### config.mk
export PLATFORM = sky130hd
export DESIGN_NAME = ustc_crossbar_route_ctrl
export DESIGN_NICKNAME = d
export VERILOG_FILES = /design/src/rtl/ustc_xbar_pkg.sv /design/src/rtl/ustc_route_conflict_chk.sv /design/src/rtl/ustc_crossbar_route_ctrl.sv
export SDC_FILE = /design/constraint.sdc
export NUM_CORES = 1
export LEC_CHECK = 0
export CELL_PAD_IN_SITES_DETAIL_PLACEMENT = 1
export CELL_PAD_IN_SITES_GLOBAL_PLACEMENT = 2
export CORE_UTILIZATION = 30
export CTS_CLUSTER_DIAMETER = 80
export DETAILED_ROUTE_END_ITERATION = 8
export PLACE_DENSITY_LB_ADDON = 0.1
export REMOVE_ABC_BUFFERS = 1
export SETUP_SLACK_MARGIN = 0.15
export SYNTH_ARGS = -nofsm -noshare
export SYNTH_HDL_FRONTEND = slang
export SYNTH_HIERARCHICAL = 1
export SYNTH_SLANG_ARGS = --single-unit
### constraint.sdc
create_clock -name clk -period 2.98 [get_ports clk]
set_clock_uncertainty 0.1 [all_clocks]
set_input_delay 0.894 -clock clk [delete_from_list [all_inputs] [get_ports clk]]
set_output_delay 0.894 -clock clk [all_outputs]
set_load 0.02 [all_outputs]
### src/rtl/ustc_xbar_pkg.sv
// Shared types for the sparse-operand crossbar route controller.
// Latency: n/a (types, constants and a width helper only).
// Backpressure: n/a.
package ustc_xbar_pkg;

  // Source-index width for an N-port crossbar; never narrower than one bit.
  function automatic int xbar_idxw(input int n);
    return (n > 1) ? $clog2(n) : 1;
  endfunction

  // Default port count and the matching index width.
  localparam int XBAR_N_DEF    = 8;
  localparam int XBAR_IDXW_DEF = xbar_idxw(XBAR_N_DEF);

  // Route-controller FSM states.
  typedef enum logic [1:0] {
    ST_IDLE  = 2'd0,
    ST_CHECK = 2'd1,
    ST_HOLD  = 2'd2
  } xbar_state_e;

  // Route request at the default port count: field j names the source for output j.
  typedef struct packed {
    logic [XBAR_N_DEF-1:0][XBAR_IDXW_DEF-1:0] src;
    logic [XBAR_N_DEF-1:0]                    en;
  } xbar_route_t;

endpackage

### src/rtl/ustc_route_conflict_chk.sv
// Pairwise source-compare and range check of a route request; builds the one-hot ctrl matrix.
// Latency: purely combinational.
// Backpressure: none; the caller decides what to do with a conflict.
module ustc_route_conflict_chk
  import ustc_xbar_pkg::*;
#(
  parameter int N    = XBAR_N_DEF,
  parameter int IDXW = xbar_idxw(N)
) (
  input  logic [N*IDXW-1:0] src_i,
  input  logic [N-1:0]      en_i,
  output logic              conflict_o,
  output logic [N*N-1:0]    ctrl_o
);

  // Walk every enabled output: flag out-of-range or shared sources, set bit src*N+j otherwise.
  always_comb begin
    conflict_o = 1'b0;
    ctrl_o     = '0;
    for (int j = 0; j < N; j++) begin
      if (en_i[j]) begin
        // Only reachable when N is not a power of two.
        if (int'(src_i[j*IDXW +: IDXW]) >= N) begin
          conflict_o = 1'b1;
        end
        // A disabled output never conflicts, so both sides must be enabled.
        for (int k = j + 1; k < N; k++) begin
          if (en_i[k] && (src_i[j*IDXW +: IDXW] == src_i[k*IDXW +: IDXW])) begin
            conflict_o = 1'b1;
          end
        end
        // Row i, column j: input i drives output j.
        for (int i = 0; i < N; i++) begin
          if (int'(src_i[j*IDXW +: IDXW]) == i) begin
            ctrl_o[i*N + j] = 1'b1;
          end
        end
      end
    end
  end

endmodule

### src/rtl/ustc_crossbar_route_ctrl.sv
// Crossbar route controller: accepts one route request, checks it, drives ctrl/hold_in through the switch drain.
// Latency: accept at T -> ctrl/hold_in at T+2, out_valid at T+2+DRAIN, idle again at T+3+DRAIN; conflict -> err at T+2.
// Backpressure: req_ready is low from the cycle after accept until the controller is back in IDLE; no queueing.
module ustc_crossbar_route_ctrl
  import ustc_xbar_pkg::*;
#(
  parameter int N     = XBAR_N_DEF,
  parameter int IDXW  = xbar_idxw(N),
  parameter int DRAIN = 2*N - 1
) (
  input  logic              clk,
  input  logic              reset,
  input  logic              req_valid,
  output logic              req_ready,
  input  logic [N*IDXW-1:0] req_src,
  input  logic [N-1:0]      req_en,
  output logic [N*N-1:0]    ctrl,
  output logic              hold_in,
  output logic              out_valid,
  output logic [N-1:0]      out_mask,
  output logic              err_conflict,
  output logic              busy
);

  // Drain counter wide enough to hold DRAIN itself; it parks there rather than wrapping.
  localparam int            CW      = (DRAIN > 0) ? $clog2(DRAIN + 1) : 1;
  localparam logic [CW-1:0] DRAIN_C = CW'(DRAIN);

  xbar_state_e         state_q, state_d;
  logic [N*IDXW-1:0]   src_q, src_d;
  logic [N-1:0]        en_q, en_d;
  logic [N*N-1:0]      ctrl_q, ctrl_d;
  logic [CW-1:0]       cnt_q, cnt_d;
  logic                err_q, err_d;

  logic                accept;
  logic                drain_done;
  logic                chk_conflict;
  logic [N*N-1:0]      chk_ctrl;

  assign accept     = req_valid && req_ready;
  assign drain_done = (cnt_q == DRAIN_C);

  // Checker sees only the registered request, so CHECK is a clean one-cycle stage.
  ustc_route_conflict_chk #(
    .N    (N),
    .IDXW (IDXW)
  ) u_chk (
    .src_i      (src_q),
    .en_i       (en_q),
    .conflict_o (chk_conflict),
    .ctrl_o     (chk_ctrl)
  );

  // FSM state register.
  always_ff @(posedge clk) begin
    if (reset) begin
      state_q <= ST_IDLE;
    end else begin
      state_q <= state_d;
    end
  end

  // FSM next-state: IDLE -> CHECK on accept, CHECK -> HOLD or back to IDLE, HOLD -> IDLE after drain.
  always_comb begin
    state_d = state_q;
    case (state_q)
      ST_IDLE:  if (accept) state_d = ST_CHECK;
      ST_CHECK: state_d = chk_conflict ? ST_IDLE : ST_HOLD;
      ST_HOLD:  if (drain_done) state_d = ST_IDLE;
      default:  state_d = ST_IDLE;
    endcase
  end

  // FSM outputs; ready is forced low while reset is asserted.
  always_comb begin
    req_ready    = (state_q == ST_IDLE) && !reset;
    busy         = (state_q != ST_IDLE);
    hold_in      = (state_q == ST_HOLD);
    out_valid    = (state_q == ST_HOLD) && drain_done;
    out_mask     = out_valid ? en_q : '0;
    ctrl         = ctrl_q;
    err_conflict = err_q;
  end

  // Datapath next-state: capture request, load or reject ctrl, run the drain counter.
  always_comb begin
    src_d  = src_q;
    en_d   = en_q;
    ctrl_d = ctrl_q;
    cnt_d  = cnt_q;
    err_d  = 1'b0;
    case (state_q)
      ST_IDLE: begin
        if (accept) begin
          src_d = req_src;
          en_d  = req_en;
        end
      end
      ST_CHECK: begin
        cnt_d = '0;
        if (chk_conflict) begin
          err_d  = 1'b1;
          ctrl_d = '0;
        end else begin
          ctrl_d = chk_ctrl;
        end
      end
      ST_HOLD: begin
        // ctrl stays frozen for the whole drain and drops on the edge that leaves HOLD.
        if (drain_done) begin
          ctrl_d = '0;
        end else begin
          cnt_d = cnt_q + 1'b1;
        end
      end
      default: begin
        ctrl_d = '0;
      end
    endcase
  end

  // Datapath registers with synchronous clear.
  always_ff @(posedge clk) begin
    if (reset) begin
      src_q  <= '0;
      en_q   <= '0;
      ctrl_q <= '0;
      cnt_q  <= '0;
      err_q  <= 1'b0;
    end else begin
      src_q  <= src_d;
      en_q   <= en_d;
      ctrl_q <= ctrl_d;
      cnt_q  <= cnt_d;
      err_q  <= err_d;
    end
  end

endmodule

-- Word level (Yosys, flattened, before mapping)
Cells that the tools add are included.
- logic and storage cells: 321
- register bits after elaboration: 103
- eq/ne operators: 90
- $add $sub $neg: 1
- muxes and demuxes: 174
- reduce and logical (&&, ||, !) cells: 48
- bitwise gates (word level): 2
- operator list (cell ; number):
    64-bit one-hot mux with 3 select lines ; 1
    1-bit 2-to-1 mux ; 164
    64-bit 2-to-1 mux ; 2
    3-bit == test (second input constant) ; 32
    3-bit == test ; 28
    3-bit by 2-bit == test with 1-bit output (second input constant) ; 16
    1-bit logical AND ; 31
    3-bit by 1-bit == test with 1-bit output (second input constant) ; 8
    3-bit logical NOT ; 8
    8-bit 2-to-1 mux ; 1
    4-bit one-hot mux with 2 select lines ; 1
    2-bit AND reduction ; 4
    2-bit 2-to-1 mux ; 3
    2-bit one-hot mux with 3 select lines ; 1
    4-bit by 1-bit adder with 4-bit output (second input constant) ; 1
    4-bit == test (second input constant) ; 1
    4-bit 2-to-1 mux ; 1
    2-bit inequality test (second input constant) ; 2
    2-bit nonzero test ; 2
    2-bit by 1-bit == test with 1-bit output (second input constant) ; 1
    2-bit == test (second input constant) ; 1
    2-bit logical NOT ; 1
    2-bit by 1-bit inequality test with 1-bit output (second input constant) ; 1
    1-bit NOT ; 2
    other kinds (2) ; 2

-- Depth between registers and ports, before layout
Gate-level depths: netlist (run 1).
- word-level depth: 39
- gate-level depth with buffers: 11

-- Hierarchy
The synthesis (run 1) kept the hierarchy.
- modules (own cells, without submodules) (module ; times used ; cells each ; sequential area each (sq um) ; area an instance (sq um)):
    ustc_crossbar_route_ctrl ; 1 ; 330 ; 2062.0 ; 3487.1
    ustc_route_conflict_chk ; 1 ; 259 ; 0.0 ; 1635.3

-- Worst setup path after synthesis (run 1)
OpenSTA, ideal clock, no wires.
- path type: register to output
- start point: reg cnt_q[1]
- end point: out out_mask[0]
- arrival time: 1.521 ns
- buffers on the path: 0
- required time: 1.986 ns
- stages on the path, launching flop included: 5
- setup slack: 0.465 ns
- path through: dfxtp_1 -> ha_1 -> nand4_1 -> nor2_1 -> and2_1
- cells in the longest elaborated chain, start to end: 3
- RTL lines (element ; RTL line ; RTL):
    from (decl) ; ustc_crossbar_route_ctrl.sv:33 ; logic [CW-1:0] cnt_q, cnt_d;
    from (signal assigned) ; ustc_crossbar_route_ctrl.sv:135 ; cnt_q <= cnt_d;
    4-bit == test ; ustc_crossbar_route_ctrl.sv:42 ; assign drain_done = (cnt_q == DRAIN_C);
    1-bit logical AND ; ustc_crossbar_route_ctrl.sv:80 ; out_valid = (state_q == ST_HOLD) && drain_done;
    via out_valid ; ustc_crossbar_route_ctrl.sv:19 ; output logic out_valid,
    8-bit 2-to-1 mux ; ustc_crossbar_route_ctrl.sv:81 ; out_mask = out_valid ? en_q : '0;
    to (decl) ; ustc_crossbar_route_ctrl.sv:20 ; output logic [N-1:0] out_mask,
The timed path passes the listed nets, and every way through them passes these cells.

-- Worst setup path after layout (run 1)
- start point: reg cnt_q[1]
- end point: out out_mask[0]
- cells in the longest elaborated chain, start to end: 3
- RTL lines (element ; RTL line):
    4-bit == test ; ustc_crossbar_route_ctrl.sv:42
    1-bit logical AND ; ustc_crossbar_route_ctrl.sv:80
    8-bit 2-to-1 mux ; ustc_crossbar_route_ctrl.sv:81
No other way between the ends.

==> summary.txt, run 1 <==
Drt
  – Drt first pass iters: 4
  – DR vias: ~4,500
  – Initial DRC Count: approximately 150
  – Highest routed layer: met4
  – DRC viols: 0
  – Routed length on met3: around 450 um
  – Post-route ant nets: 0
  – Met1 wire length: between 7 and 8 mm
  – Routed vias/inst: 4.870
  – Post-Route WL: approximately 15 mm
  – WL met2: between 6 and 7 mm
  – DR WL/cell: 16.38 um

Critical path
  – Max FO, Critical Path: 5
  – Worst Setup End Kind: output pin
  – CP max stage cell: dfxtp_2
  – Crit path buf inv count: 2
  – Critical Path Max Stage Delay: 0.37 ns
  – CP Cell Sequence: ha_2 > nand4_1 > nor2_2 > buf_6 > and2_1 > clkdlybuf4s15_2
  – Reg2Reg Setup Slack: 0.35 ns
  – Critical Path AT: between 1.5 and 2 ns
  – WP data required: slightly below 2 ns
  – Setup CP Type: flop to output pin
  – Crit-path leading delay family: simple AND/OR/NAND/NOR gates
  – CP Launch Type: flop

Synth
  – Seq/Total Area, Yosys: 0.4025
  – Ranking of synthesized cells by area: dfxtp_1 40%, xnor2_1 14%, a22o_1 11%
  – Synth warn: 6
  – Distinct cell type count after synthesis: 36
  – Netlist Area Pre-Place: 5122 um2
  – Main synth FF type: dfxtp_1
  – Asr flop ratio synth: 0
  – #FFs+latches synth: 103
  – Top cell type by total area after synthesis: dfxtp_1
  – Post-Synthesis Cells: between 500 and 600
  – EDFF count, synth: 0
  – Synth top area share: 0.4025
  – Mean Syn Cell Area: approximately 8.7 um2

Cells and area
  – Layout area overhead: 31.88%
  – Antenna Cells: 0
  – Nets: 728
  – Commonest non-fill, non-tap cells in the layout: 100 x clkdlybuf4s50_1, 96 x dfxtp_1, 88 x nand2_1
  – Share of post-route cells with drive strength above 1: 0.1020
  – Commonest non-fill, non-tap cell in the layout: clkdlybuf4s50_1
  – Post-Route Utilization: 0.4059

Pwr
  – PwrDens: approximately 510 nW/um2
  – VDD IR max: 0.0002914 V
  – Tot Pwr: about 3.5 mW
  – Leak Pwr: between 2 and 2.5 nW

Global route
  – First-pass GRT wire length: about 25 mm
  – Total GRT Usage: 0.1795
  – Largest net degree at the start of global routing: 66
  – Grt ovf: 0
  – Initial antenna violation count: 0
  – Number of global-route vias before repair: 4,699

Floorplanning
  – Starting Density: 0.3078
  – DIE HEIGHT: ~130 um
  – Top Ports: ~110
  – Core box area: ~17,000 um2
  – Die W: between 100 and 150 um
  – Core Rows: 47
  – Die area: roughly 18,000 um2

CTS
  – Clock Tree Buf Depth: 2
  – CTS tree: done
  – CTS hold repair buffers: 0
  – H-tree level count: 3
  – Clock Root Buffer: clkbuf_16
  – Worst-path clk slew: 0.07 ns
  – Sinks on Clock Net: 103
  – Num CTS Buffers: 9
  – Worst skew pair latency: around 0.36 ns

Worst hold path
  – Worst Hold Class: flop to flop

Timing
  – Worst-Margin Slew: 0.5835 ns
  – Post-route minimum period: between 2 and 3 ns
  – Slew Limit Headroom: 0.6105
  – Max Fclk: ~0.35 GHz
  – Fin. Hold Viols: 0
  – Setup Viol. Count Final: 0
  – Period utilisation layout: 0.9468
  – RSZ-0062 raised after global routing: true
  – Fin Hold WS: 0.3795 ns
  – Fin. max-slew vios: 0

Placed design
  – Routability Congestion: around 0.8
  – Detailed placer's ending HPWL: between 10 and 15 mm
  – Port bufs: 111

Run
  – Maxcap violations: 0

Outcome
  – Status: finished clean
## sequential cells by signal (all words and copies together) (netlist names)
register and cells:
src_q 24, err_conflict 1, ctrl 64, en_q 8, cnt_q 4, state_q 2
## per-stage QoR
step	cells	setup slack [ns]	setup TNS (ns)	cell area [um2]
2_1_floorplan	537	-3.024	-206.96	4763
6_report	916	0.1585	0	6755
3_3_place_gp	899	-0.05076	-0.05076	6442
3_5_place_dp	899	-0.04420	-0.04420	6442
4_1_cts	915	0.1159	0	6755
5_1_grt	916	0.05745	0	6755
## repair_timing
| item | in CTS | in global routing |
|---|---|---|
| endpoints found under the setup margin | 10 | 75 |
| resized for setup | 30 | 12 |
| pin swaps | 2 | 1 |
| endpoints found under the hold margin | 0 | 0 |
| setup buffers | 1 | 1 |
## per-layer routing
metal,up-vias,GRT usage
li1,2232,-
met1,2131,0.2362
met2,87,0.2924
met3,11,0.02912
met4,0,0.07152
met5,-,0
## power breakdown
group	leakage [nW]	switching (mW)	internal, mW	total [mW]
Combinational	1.33	0.310	0.305	0.615
Sequential	0.839	0.135	1.43	1.56
Clock	0.149	0.522	0.756	1.28
Total	2.32	0.967	2.49	3.46
## worst register-to-register path, stage by stage (launching register included)
cell and delay, ns:
dfxtp_1 0.58, xnor2_1 0.11, nand4_1 0.10, nand3_1 0.07, a221o_1 0.35, a21oi_1 0.12, nand4_1 0.25, nor4_4 0.33
buf_12 0.28, a22o_1 0.27
## final cells by class
| class | instances | area [um2] |
|---|---|---|
| repair buffers | 144 | 1366 |
| flip-flops and latches | 103 | 2071 |
| fillers | 1952 | 9887 |
| clock buffers | 12 | 246.5 |
| inverters | 2 | 7.507 |
| well taps | 220 | 275.3 |
| multi-input cells | 432 | 2721 |
| clock inverters | 3 | 67.56 |
## path summary, 6_finish.rpt
check / startpoint / to / cells past startpoint
setup / recovery: cnt_q[1]$_SDFFE_PP0P_ / out_mask[0] / 6
hold / removal: ctrl[45]$_SDFFE_PP0P_ / ctrl[45]$_SDFFE_PP0P_ / 1
setup reg to reg: src_q[15]$_SDFFE_PP0P_ / ctrl[18]$_SDFFE_PP0P_ / 9
hold reg to reg: ctrl[45]$_SDFFE_PP0P_ / ctrl[45]$_SDFFE_PP0P_ / 1
## synth_stat cells, drive strengths merged, types with 2 or more instances
| master | count |
|---|---|
| nand2b | 24 |
| a21oi | 4 |
| xnor2 | 82 |
| nor2 | 50 |
| nor4b | 2 |
| nor2b | 2 |
| xor2 | 2 |
| dfxtp | 103 |
| nand2 | 88 |
| nor3 | 17 |
| nand3 | 7 |
| a22o | 64 |
| and2 | 8 |
| a41oi | 2 |
| buf | 43 |
| inv | 2 |
| o21ai | 34 |
| or2 | 3 |
| clkbuf | 9 |
| nor4 | 4 |
| nand4 | 28 |
| o32ai | 2 |
## cells by family (layout without fill, tap and decap cells)
group	after synthesis	after routing	synth area share
buf+inv	54	161	0.07157
compound gates	111	111	0.1612
simple gates	236	236	0.2186
flops	103	103	0.4025
fa+ha+maj	1	1	0.002442
xor+xnor	84	84	0.1436
(Power assumes the default switching activity.)
==> run 2: changes to the inputs <==
GPL_ROUTABILITY_DRIVEN = 0   (was unset)
SKIP_CTS_REPAIR_TIMING = 1   (was unset)
==> run 2 against run 1 <==
  * Hold slack barely moved
  * Combinational power about the same
  * Maximum frequency rose by 1.0%
  * Critical path depth did not move
  * Highest routed layer unchanged
==> summary.txt, run 2 (synthesized netlist as in run 1, its figures left out) <==
Global route
  – Grt ovf: 0 (unchanged)
  – Number of global-route vias before repair: 4,690 (-0.19%)
  – Largest net degree at the start of global routing: 66 (unchanged)
  – Total GRT Usage: 0.1791 (-0.0004102)
  – Initial antenna violation count: 0 (unchanged)
  – First-pass GRT wire length: 24.93 mm (-0.20%)

CTS
  – Clock Root Buffer: clkbuf_16
  – CTS tree: done
  – H-tree level count: 3 (unchanged)
  – Worst-path clk slew: 0.07 ns (about the same)
  – Clock Tree Buf Depth: 2 (unchanged)
  – Sinks on Clock Net: 103 (unchanged)
  – Worst skew pair latency: 0.36 ns (about the same)
  – Num CTS Buffers: 9 (unchanged)

Critical path
  – Critical Path AT: 1.80 ns (-0.03 ns)
  – Worst reg2reg startpoint: src_q[15]$_SDFFE_PP0P_
  – Worst Setup End Kind: output pin
  – Max FO, Critical Path: 5 (unchanged)
  – CP Launch Type: flop
  – Setup CP Type: flop to output pin
  – WP data required: 1.99 ns (about the same)
  – Reg-to-Reg End: ctrl[18]$_SDFFE_PP0P_
  – Reg2reg path depth: 9 (unchanged)
  – Reg2Reg Setup Slack: 0.35 ns (about the same)

Floorplanning
  – Core Rows: 47 (unchanged)
  – Starting Density: 0.3078 (unchanged)
  – Die W: 132.7 um (unchanged)
  – Core box area: 16,640 um2 (unchanged)
  – Die area: 17,600 um2 (unchanged)
  – DIE HEIGHT: 132.7 um (unchanged)
  – Top Ports: 112 (unchanged)

Cells and area
  – Post-Route Utilization: 0.4066 (+0.0006770)
  – Number of flip-flops in the largest register: 64 (unchanged)
  – Antenna Cells: 0 (unchanged)
  – Commonest non-fill, non-tap cell in the layout: clkdlybuf4s50_1
  – Layout area overhead: 32.10%
  – Share of post-route cells with drive strength above 1: 0.09798 (-0.004029)
  – Commonest non-fill, non-tap cells in the layout: 100 x clkdlybuf4s50_1, 96 x dfxtp_1, 88 x nand2_1
  – Nets: 726 (-0.27%)

Drt
  – Initial DRC Count: 158 (+3.3%)
  – Post-route ant nets: 0 (unchanged)
  – Post-Route WL: 15.01 mm (about the same)
  – DRC viols: 0 (unchanged)
  – Routed vias/inst: 4.877 (+0.15%)
  – DR vias: 4,458 (-0.067%)
  – Drt first pass iters: 4 (unchanged)
  – DR WL/cell: 16.43 um (+0.29%)

Pwr
  – PwrDens: 511.3 nW/um2 (about the same)
  – Leak Pwr: 2.346 nW (+1.3%)
  – VDD IR max: 0.0002915 V (about the same)

Timing
  – Setup Viol. Count Final: 0 (unchanged)
  – Period utilisation layout: 0.9372 (-0.009604)
  – RSZ-0062 raised after global routing: true
  – Fin Hold WS: 0.3795 ns (+0.00003900 ns)
  – Fin. max-slew vios: 0 (unchanged)
  – Fin. Hold Viols: 0 (unchanged)
  – Worst-Margin Slew: 0.5967 ns (+0.01322 ns)
  – Slew Limit Headroom: 0.6016 (-0.008823)
  – Max Fclk: 0.3580 GHz (+1.0%)
  – Post-route minimum period: 2.793 ns (-0.02862 ns)

Worst hold path
  – Worst hold endpoint: ctrl[45]$_SDFFE_PP0P_
  – Worst Hold Class: flop to flop
  – Worst hold stages: 1 (unchanged)
  – Min-delay src: ctrl[45]$_SDFFE_PP0P_

Placed design
  – Port bufs: 111 (unchanged)
  – Detailed placer's ending HPWL: 10.47 mm (unchanged)

Outcome
  – Status: finished clean

Run
  – Maxcap violations: 0 (unchanged)
==> run 2: changes by cell type in the layout (fill, tap and decap cells not counted), sizes merged <==
| cell | before | now |
|---|---|---|
| buf | 38 | 32 |
| clkbuf | 14 | 18 |
| clkdlybuf4s15 | 1 | 0 |
| dlygate4sd2 | 2 | 0 |
| dlymetal6s2s | 1 | 4 |
==> run 2: worst max-delay path: stages, from the launching register on <==
cell            delay (ns)
dfxtp_4               0.38
ha_4                  0.14
nand4_1               0.20
nor2_2                0.20
buf_6                 0.16
and2_1                0.14
dlymetal6s2s_1        0.22
==> run 2: metal layers <==
metal | part of all wire | vias to the layer above | track usage
met3 | 0.028 | 11 | 0.02874
met2 | 0.46 | 78 | 0.2915
met1 | 0.50 | 2142 | 0.2362
li1 | - | 2227 | -
met5 | 0 | - | 0
met4 | 0.014 | 0 | 0.07088
==> run 2: per-stage QoR <==
step | instances | power, mW | cell area, um2 | TNS (ns) | setup slack (ns)
after floorplan | 537 | 1.937 | 4763 | -206.96 | -3.024
after global placement | 899 | 2.194 | 6442 | -0.05076 | -0.05076
after detailed placement | 899 | 2.215 | 6442 | -0.04420 | -0.04420
after CTS | 914 | 3.506 | 6756 | -2.803 | -0.3641
after global routing | 914 | 3.632 | 6766 | 0 | 0.08574
final | 914 | 3.460 | 6766 | 0 | 0.1871
==> run 2: cell type report <==
cell class | count | area, um2
fill | 1947 | 9876
multi-input combinational | 432 | 2731
sequential | 103 | 2076
timing repair buffer | 142 | 1363
tap | 220 | 275.3
clock buffer | 12 | 246.5
clock inverter | 3 | 67.56
inverter | 2 | 7.507
==> run 2: power breakdown <==
part           internal [mW]  switching, mW  total [mW]
sequential              1.43          0.136        1.57
combinational          0.307          0.310       0.617
clock                  0.756          0.522        1.28
total                   2.49          0.968        3.46
==> run 2: worst max-delay path by stage <==
stage | start | to | slack [ns] | cells past startpoint
final | cnt_q[0]$_SDFFE_PP0P_ | out_mask[0] | 0.19 | 6
after global routing | cnt_q[1]$_SDFFE_PP0P_ | out_mask[0] | 0.09 | 6
after CTS | cnt_q[1]$_SDFFE_PP0P_ | out_mask[0] | -0.36 | 6
after detailed placement | reset | req_ready | -0.04 | 3
after global placement | reset | req_ready | -0.05 | 3
after floorplan | reset | en_q[0]$_SDFFE_PP0P_ | -3.02 | 2
